## config.mk

```make
export PLATFORM = sky130hd
export DESIGN_NAME = sobel_ctrl
export DESIGN_NICKNAME = d
export VERILOG_FILES = /design/src/rtl/sobel_ctrl_pkg.sv /design/src/rtl/key_debounce.sv /design/src/rtl/sobel_ctrl.sv
export SDC_FILE = /design/constraint.sdc
export NUM_CORES = 1
export LEC_CHECK = 0
export ABC_AREA = 1
export CAP_MARGIN = 0
export CORE_MARGIN = 10
export CORE_UTILIZATION = 40
export CTS_CLUSTER_DIAMETER = 60
export DETAILED_ROUTE_END_ITERATION = 16
export SETUP_SLACK_MARGIN = 0.3
export SLEW_MARGIN = 20
export SYNTH_ARGS = -nofsm -noshare
export SYNTH_HDL_FRONTEND = slang
export SYNTH_SLANG_ARGS = --single-unit
```

## constraint.sdc

```tcl
create_clock -name clk -period 5.5 [get_ports clk]
set_input_delay 0.55 -clock clk [delete_from_list [all_inputs] [get_ports clk]]
set_output_delay 0.55 -clock clk [all_outputs]
set_load 0.01 [all_outputs]
```

## src/rtl/sobel_ctrl_pkg.sv

```systemverilog
// Sobel control shared definitions.
// Mode encodings, debounce states and threshold defaults.
package sobel_ctrl_pkg;

  typedef enum logic [1:0] {
    MODE_GREY     = 2'd0,
    MODE_EDGE     = 2'd1,
    MODE_EDGE_INV = 2'd2
  } mode_e;

  typedef enum logic [1:0] {
    DEB_RELEASED     = 2'd0,
    DEB_PRESS_WAIT   = 2'd1,
    DEB_PRESSED      = 2'd2,
    DEB_RELEASE_WAIT = 2'd3
  } deb_state_e;

  localparam int DEB_CYCLES_DEF  = 1000000;
  localparam int THR_DEFAULT_DEF = 120;
  localparam int THR_STEP_DEF    = 8;
  localparam int THR_MIN_DEF     = 16;
  localparam int THR_MAX_DEF     = 240;

  // Mode key cycles grey -> edge -> inverted edge -> grey.
  function automatic mode_e mode_next(
    input mode_e m
  );
    mode_e r;
    unique case (m)
      MODE_GREY:     r = MODE_EDGE;
      MODE_EDGE:     r = MODE_EDGE_INV;
      MODE_EDGE_INV: r = MODE_GREY;
      default:       r = MODE_GREY;
    endcase
    return r;
  endfunction

endpackage

```

## src/rtl/key_debounce.sv

```systemverilog
// Push-button synchroniser and debouncer.
// Emits a single-cycle pulse per accepted press.
module key_debounce
  import sobel_ctrl_pkg::*;
#(
  parameter int DEB_CYCLES = DEB_CYCLES_DEF
) (
  input  logic clk,
  input  logic rst_n,
  input  logic i_key_n,
  output logic o_press
);

  localparam int CW =
    (DEB_CYCLES > 1) ? $clog2(DEB_CYCLES) : 1;
  localparam logic [CW-1:0] CNT_LAST =
    CW'(DEB_CYCLES - 1);

  logic          r_sync1;
  logic          r_sync2;
  deb_state_e    r_state;
  logic [CW-1:0] r_cnt;
  deb_state_e    w_state_nxt;
  logic [CW-1:0] w_cnt_nxt;
  logic          w_lo;
  logic          w_last;

  assign w_lo   = ~r_sync2;
  assign w_last = (r_cnt == CNT_LAST);

  // Two-flop synchroniser; idles at the released level.
  always_ff @(posedge clk or negedge rst_n) begin
    if (!rst_n) begin
      r_sync1 <= 1'b1;
      r_sync2 <= 1'b1;
    end else begin
      r_sync1 <= i_key_n;
      r_sync2 <= r_sync1;
    end
  end

  // State and stability counter registers.
  always_ff @(posedge clk or negedge rst_n) begin
    if (!rst_n) begin
      r_state <= DEB_RELEASED;
      r_cnt   <= '0;
    end else begin
      r_state <= w_state_nxt;
      r_cnt   <= w_cnt_nxt;
    end
  end

  // Level must hold for the full window; any bounce
  // drops back with the counter cleared.
  always_comb begin
    w_state_nxt = r_state;
    w_cnt_nxt   = r_cnt;
    unique case (r_state)
      DEB_RELEASED: begin
        if (w_lo) begin
          w_state_nxt = DEB_PRESS_WAIT;
          w_cnt_nxt   = '0;
        end
      end
      DEB_PRESS_WAIT: begin
        if (!w_lo) begin
          w_state_nxt = DEB_RELEASED;
          w_cnt_nxt   = '0;
        end else if (w_last) begin
          w_state_nxt = DEB_PRESSED;
          w_cnt_nxt   = '0;
        end else begin
          w_cnt_nxt = r_cnt + CW'(1);
        end
      end
      DEB_PRESSED: begin
        if (!w_lo) begin
          w_state_nxt = DEB_RELEASE_WAIT;
          w_cnt_nxt   = '0;
        end
      end
      DEB_RELEASE_WAIT: begin
        if (w_lo) begin
          w_state_nxt = DEB_PRESSED;
          w_cnt_nxt   = '0;
        end else if (w_last) begin
          w_state_nxt = DEB_RELEASED;
          w_cnt_nxt   = '0;
        end else begin
          w_cnt_nxt = r_cnt + CW'(1);
        end
      end
      default: begin
        w_state_nxt = DEB_RELEASED;
        w_cnt_nxt   = '0;
      end
    endcase
  end

  // Pulse only on the press-accept transition.
  always_comb begin
    o_press = (r_state == DEB_PRESS_WAIT)
            & w_lo & w_last;
  end

endmodule

```

## src/rtl/sobel_ctrl.sv

```systemverilog
// Sobel threshold / mode controller.
// Keys edit a working config applied at frame start.
module sobel_ctrl
  import sobel_ctrl_pkg::*;
#(
  parameter int DEB_CYCLES  = DEB_CYCLES_DEF,
  parameter int THR_DEFAULT = THR_DEFAULT_DEF,
  parameter int THR_STEP    = THR_STEP_DEF,
  parameter int THR_MIN     = THR_MIN_DEF,
  parameter int THR_MAX     = THR_MAX_DEF
) (
  input  logic        clk,
  input  logic        rst_n,
  input  logic        key_up_n,
  input  logic        key_dn_n,
  input  logic        key_mode_n,
  input  logic        vsync_in,
  output logic [7:0]  thr_out,
  output logic [1:0]  mode_out,
  output logic        cfg_pending,
  output logic [15:0] frame_cnt
);

  localparam logic [7:0] L_DEF  = 8'(THR_DEFAULT);
  localparam logic [8:0] L_STEP = 9'(THR_STEP);
  localparam logic [8:0] L_MIN  = 9'(THR_MIN);
  localparam logic [8:0] L_MAX  = 9'(THR_MAX);

  logic        w_up;
  logic        w_dn;
  logic        w_md;
  logic        w_vs_rise;
  logic [8:0]  w_thr_sum;
  logic [7:0]  w_thr_inc;
  logic [7:0]  w_thr_dec;
  logic [7:0]  w_thr_nxt;
  mode_e       w_mode_nxt;

  logic [7:0]  r_thr;
  mode_e       r_mode;
  logic [7:0]  r_thr_out;
  mode_e       r_mode_out;
  logic        r_vs_prev;
  logic        r_pending;
  logic [15:0] r_frame_cnt;

  key_debounce #(
    .DEB_CYCLES (DEB_CYCLES)
  ) u_key_up (
    .clk     (clk),
    .rst_n   (rst_n),
    .i_key_n (key_up_n),
    .o_press (w_up)
  );

  key_debounce #(
    .DEB_CYCLES (DEB_CYCLES)
  ) u_key_dn (
    .clk     (clk),
    .rst_n   (rst_n),
    .i_key_n (key_dn_n),
    .o_press (w_dn)
  );

  key_debounce #(
    .DEB_CYCLES (DEB_CYCLES)
  ) u_key_mode (
    .clk     (clk),
    .rst_n   (rst_n),
    .i_key_n (key_mode_n),
    .o_press (w_md)
  );

  assign w_vs_rise = vsync_in & ~r_vs_prev;

  // Saturating step, 9-bit sum so nothing wraps.
  always_comb begin
    w_thr_sum = {1'b0, r_thr} + L_STEP;
    w_thr_inc = (w_thr_sum > L_MAX)
              ? L_MAX[7:0] : w_thr_sum[7:0];
    w_thr_dec = ({1'b0, r_thr} < (L_MIN + L_STEP))
              ? L_MIN[7:0] : (r_thr - L_STEP[7:0]);
  end

  // Opposing presses in one cycle cancel out.
  always_comb begin
    w_thr_nxt = r_thr;
    unique case (1'b1)
      (w_up & ~w_dn): w_thr_nxt = w_thr_inc;
      (w_dn & ~w_up): w_thr_nxt = w_thr_dec;
      default:        w_thr_nxt = r_thr;
    endcase
  end

  // Mode advances independently of threshold keys.
  always_comb begin
    w_mode_nxt = w_md ? mode_next(r_mode) : r_mode;
  end

  // Working configuration registers.
  always_ff @(posedge clk or negedge rst_n) begin
    if (!rst_n) begin
      r_thr  <= L_DEF;
      r_mode <= MODE_EDGE;
    end else begin
      r_thr  <= w_thr_nxt;
      r_mode <= w_mode_nxt;
    end
  end

  // Frame-start apply uses the pre-update working value.
  always_ff @(posedge clk or negedge rst_n) begin
    if (!rst_n) begin
      r_vs_prev   <= 1'b0;
      r_thr_out   <= L_DEF;
      r_mode_out  <= MODE_EDGE;
      r_frame_cnt <= '0;
    end else begin
      r_vs_prev <= vsync_in;
      if (w_vs_rise) begin
        r_thr_out   <= r_thr;
        r_mode_out  <= r_mode;
        r_frame_cnt <= r_frame_cnt + 16'd1;
      end
    end
  end

  // Pending flag lags the compare by one cycle.
  always_ff @(posedge clk or negedge rst_n) begin
    if (!rst_n) begin
      r_pending <= 1'b0;
    end else begin
      r_pending <= (r_thr != r_thr_out)
                 | (r_mode != r_mode_out);
    end
  end

  assign thr_out     = r_thr_out;
  assign mode_out    = r_mode_out;
  assign cfg_pending = r_pending;
  assign frame_cnt   = r_frame_cnt;

endmodule
```

==> metrics <==
clock network power share 32.5%; CTS Root Cell clkbuf_16; critical path fanouts, max 7; Placed Instances 1045; largest net degree at the start of global routing 60; combinational share of power 21.8%; Psw 672 uW; top cell types by occurrence after synthesis nand2_1, nor2_1, dfrtp_1; CP arrival 2.64 ns; crit-path leading delay family simple AND/OR/NAND/NOR gates; Flop pwr share 45.7%; initial antenna violation count 0; width of the die 144 um; Final #Nets 881; Setup Viol. Count Final 0; Sw Ratio 33.8%; hold buffers post-CTS 0; synthesized area 6130 um2; internal power 1.32 mW; Overall Power 1.99 mW; Area contributors post-synth dfrtp_1, nand2_1, nor2_1, dfstp_2, nand3_1; DRT iter0 DRCs 349; TNS Setup 0 ns; #FFs+latches synth 104; Pwr Density 290 nW/um2; status complete, no violations; CTS tree done; final hold slack 0.263 ns; H-Tree Level Count 3; WS Path Type register to register; Post-Place Worst Slack 3.16 ns; detailed-route via count 5290; Period minus WS final 2.34 ns; Worst setup startpoint u_key_up.r_cnt[0]; CTS Buf Count 9; Worst R2R Start u_key_up.r_cnt[0]; Hold Vio Cnt, Final 0; Core Region 15100 um2; Initial Util 40.6%; CTS sink count 104; slowest cell on the critical path dfrtp_1; first-pass GRT wire length 23800 um; fraction of registers with async set/reset 100%; Tightest Pin Transition 0.752 ns; worst skew pair latency 0.35 ns; Post-Layout Cell Count 1061; Clock transition at path regs 0.07 ns; clock skew 0.00759 ns; Core Rows 45; CP dominant cell by count inv_1; post-route cell area 6870 um2; die height 144 um; Crit path largest cell delay 0.45 ns; estimated wirelength of the detail-placed design 9900 um; Top-Level Pins 33; post-synthesis sequential area ratio 42.8%; diode count 0; cell taking the most area after synthesis dfrtp_1; Max Cap Viol 0; Longest Clk Path Bufs 2; Port Buffers 29; Final Core Density 45.5%; Synth Warn # 0; number of global-route vias before repair 4955; GR Overflow Total 0; Fmax achieved 426 MHz; CP endpoint kind register; area grow syn2layout 12.0%; CP bufs+invs 3; Hold Crit Class input pin to async pin; final RePlAce weighted congestion 0.861; drt pass-1 iters 5; startpoint types register; DRT antenna net count 0; total global-route track usage 14.0%; most common cell in the netlist nand2_1; RSZ-0062 raised after global routing no; DIE AREA 20700 um2; Synth top area share 35.9%; post-CTS setup buffer count 0; Synth cell types 39; P_leak 3.04 nW; relative slew slack 49.9%; setup ws final 3.16 ns; synthesized instance count 840; worst path cell trace ha_1 > nand2_2 > nor3_2 > nand3_1 > or3_1 > ha_1 > inv_1 > o21ai_0 > inv_1 > nand3_1 > nand2_1 > inv_1; routed length per instance 12.9 um; required time worst endpoint 5.80 ns; maximum vdd drop 0.168 mV; layout cells sized above 1 7.33%; Post-route DRC 0; fin crit share 42.6%; max-slew violations 0; number of synthesized flops with an enable pin 0; CTS resizes 0; placed cell areas 6580 um2; ys flop type dfrtp_1; vias per cell 4.99; Avg Inst Size Synth 7.30 um2; routed wire length 13700 um
==> routing by layer <==
| layer | part of all wire, % | up-vias | wire (um) | track usage (%) |
|---|---|---|---|---|
| li1 | - | 2756 | - | - |
| met3 | 3.8 | 7 | 515 | 3.10 |
| met2 | 45 | 86 | 6120 | 22.0 |
| met4 | 0.80 | 0 | 109 | 3.33 |
| met5 | 0 | - | 0 | 0 |
| met1 | 51 | 2441 | 6910 | 19.1 |
==> flip-flops by register name (all words and copies together), names as in the netlist, 2 cells and up <==
signal and flops:
thr_out 5, u_key_dn.r_state 2, u_key_mode.r_state 2, r_thr 5, u_key_up.r_cnt 20, frame_cnt 16
r_mode 2, u_key_mode.r_cnt 20, u_key_up.r_state 2, mode_out 2, u_key_dn.r_cnt 20
==> power by group through the flow <==
stage          registers (mW)  clock network (mW)  logic, mW
6_report                0.909               0.648      0.434
5_1_grt                 0.921               0.703      0.495
2_1_floorplan           0.918                   0      0.299
4_1_cts                 0.908               0.670      0.441
3_3_place_gp            0.919                   0      0.441
3_5_place_dp            0.923                   0      0.439
==> worst paths after layout <==
check                                 endpoint  slack, ns  cells after the start
max reg2reg                           r_thr[5]       3.16                     12
min reg2reg                   u_key_dn.r_sync2       0.36                      0
min                        u_key_mode.r_cnt[0]       0.26                      1
min in group clk              u_key_dn.r_sync2       0.36                      0
max in group asynchronous   u_key_mode.r_sync2       4.17                      2
max                                   r_thr[5]       3.16                     12
==> worst register-to-register path: cells and delay by family (launching register included) <==
kind                       cells  cell delay, ns
and+or+nand+nor                6            0.89
adders and majority gates      2            0.58
DFF                            1            0.45
buffers and inverters          3            0.26
AOI/OAI and AO/OA              1            0.11
==> placed cells by master (no fill, tap or decap), types with 9 or more instances in the layout <==
| master | count |
|---|---|
| nand2_1 | 250 |
| nor2_1 | 120 |
| dfrtp_1 | 88 |
| inv_1 | 84 |
| nand3_1 | 70 |
| o21ai_0 | 34 |
| nand4_1 | 30 |
| xor2_1 | 28 |
| clkdlybuf4s50_1 | 28 |
| a21oi_1 | 16 |
| dfstp_2 | 16 |
| xnor2_1 | 12 |
| nor3_1 | 11 |
| clkbuf_16 | 9 |
==> kinds of logic (layout without fill, tap and decap cells) <==
kind of cell	count (synthesis)	after routing	synth area share [%]
and+or+nand+nor	512	512	36.4
DFF	104	104	42.8
buffers and inverters	104	135	6.98
AOI/OAI and AO/OA	72	72	6.61
xor gates and xnor gates	40	40	5.71
adders and majority gates	7	7	1.43
other	1	3	0.0612
==> layout make-up <==
| type | count | area (um2) |
|---|---|---|
| Fill cell | 1558 | 8220 |
| Timing Repair Buffer | 30 | 295 |
| Sequential cell | 104 | 2620 |
| Tap cell | 188 | 235 |
| Inverter | 89 | 334 |
| Clock inverter | 5 | 58.8 |
| Multi-Input combinational cell | 634 | 3090 |
| Clock buffer | 11 | 233 |
Power figures use the tool's default switching activity.
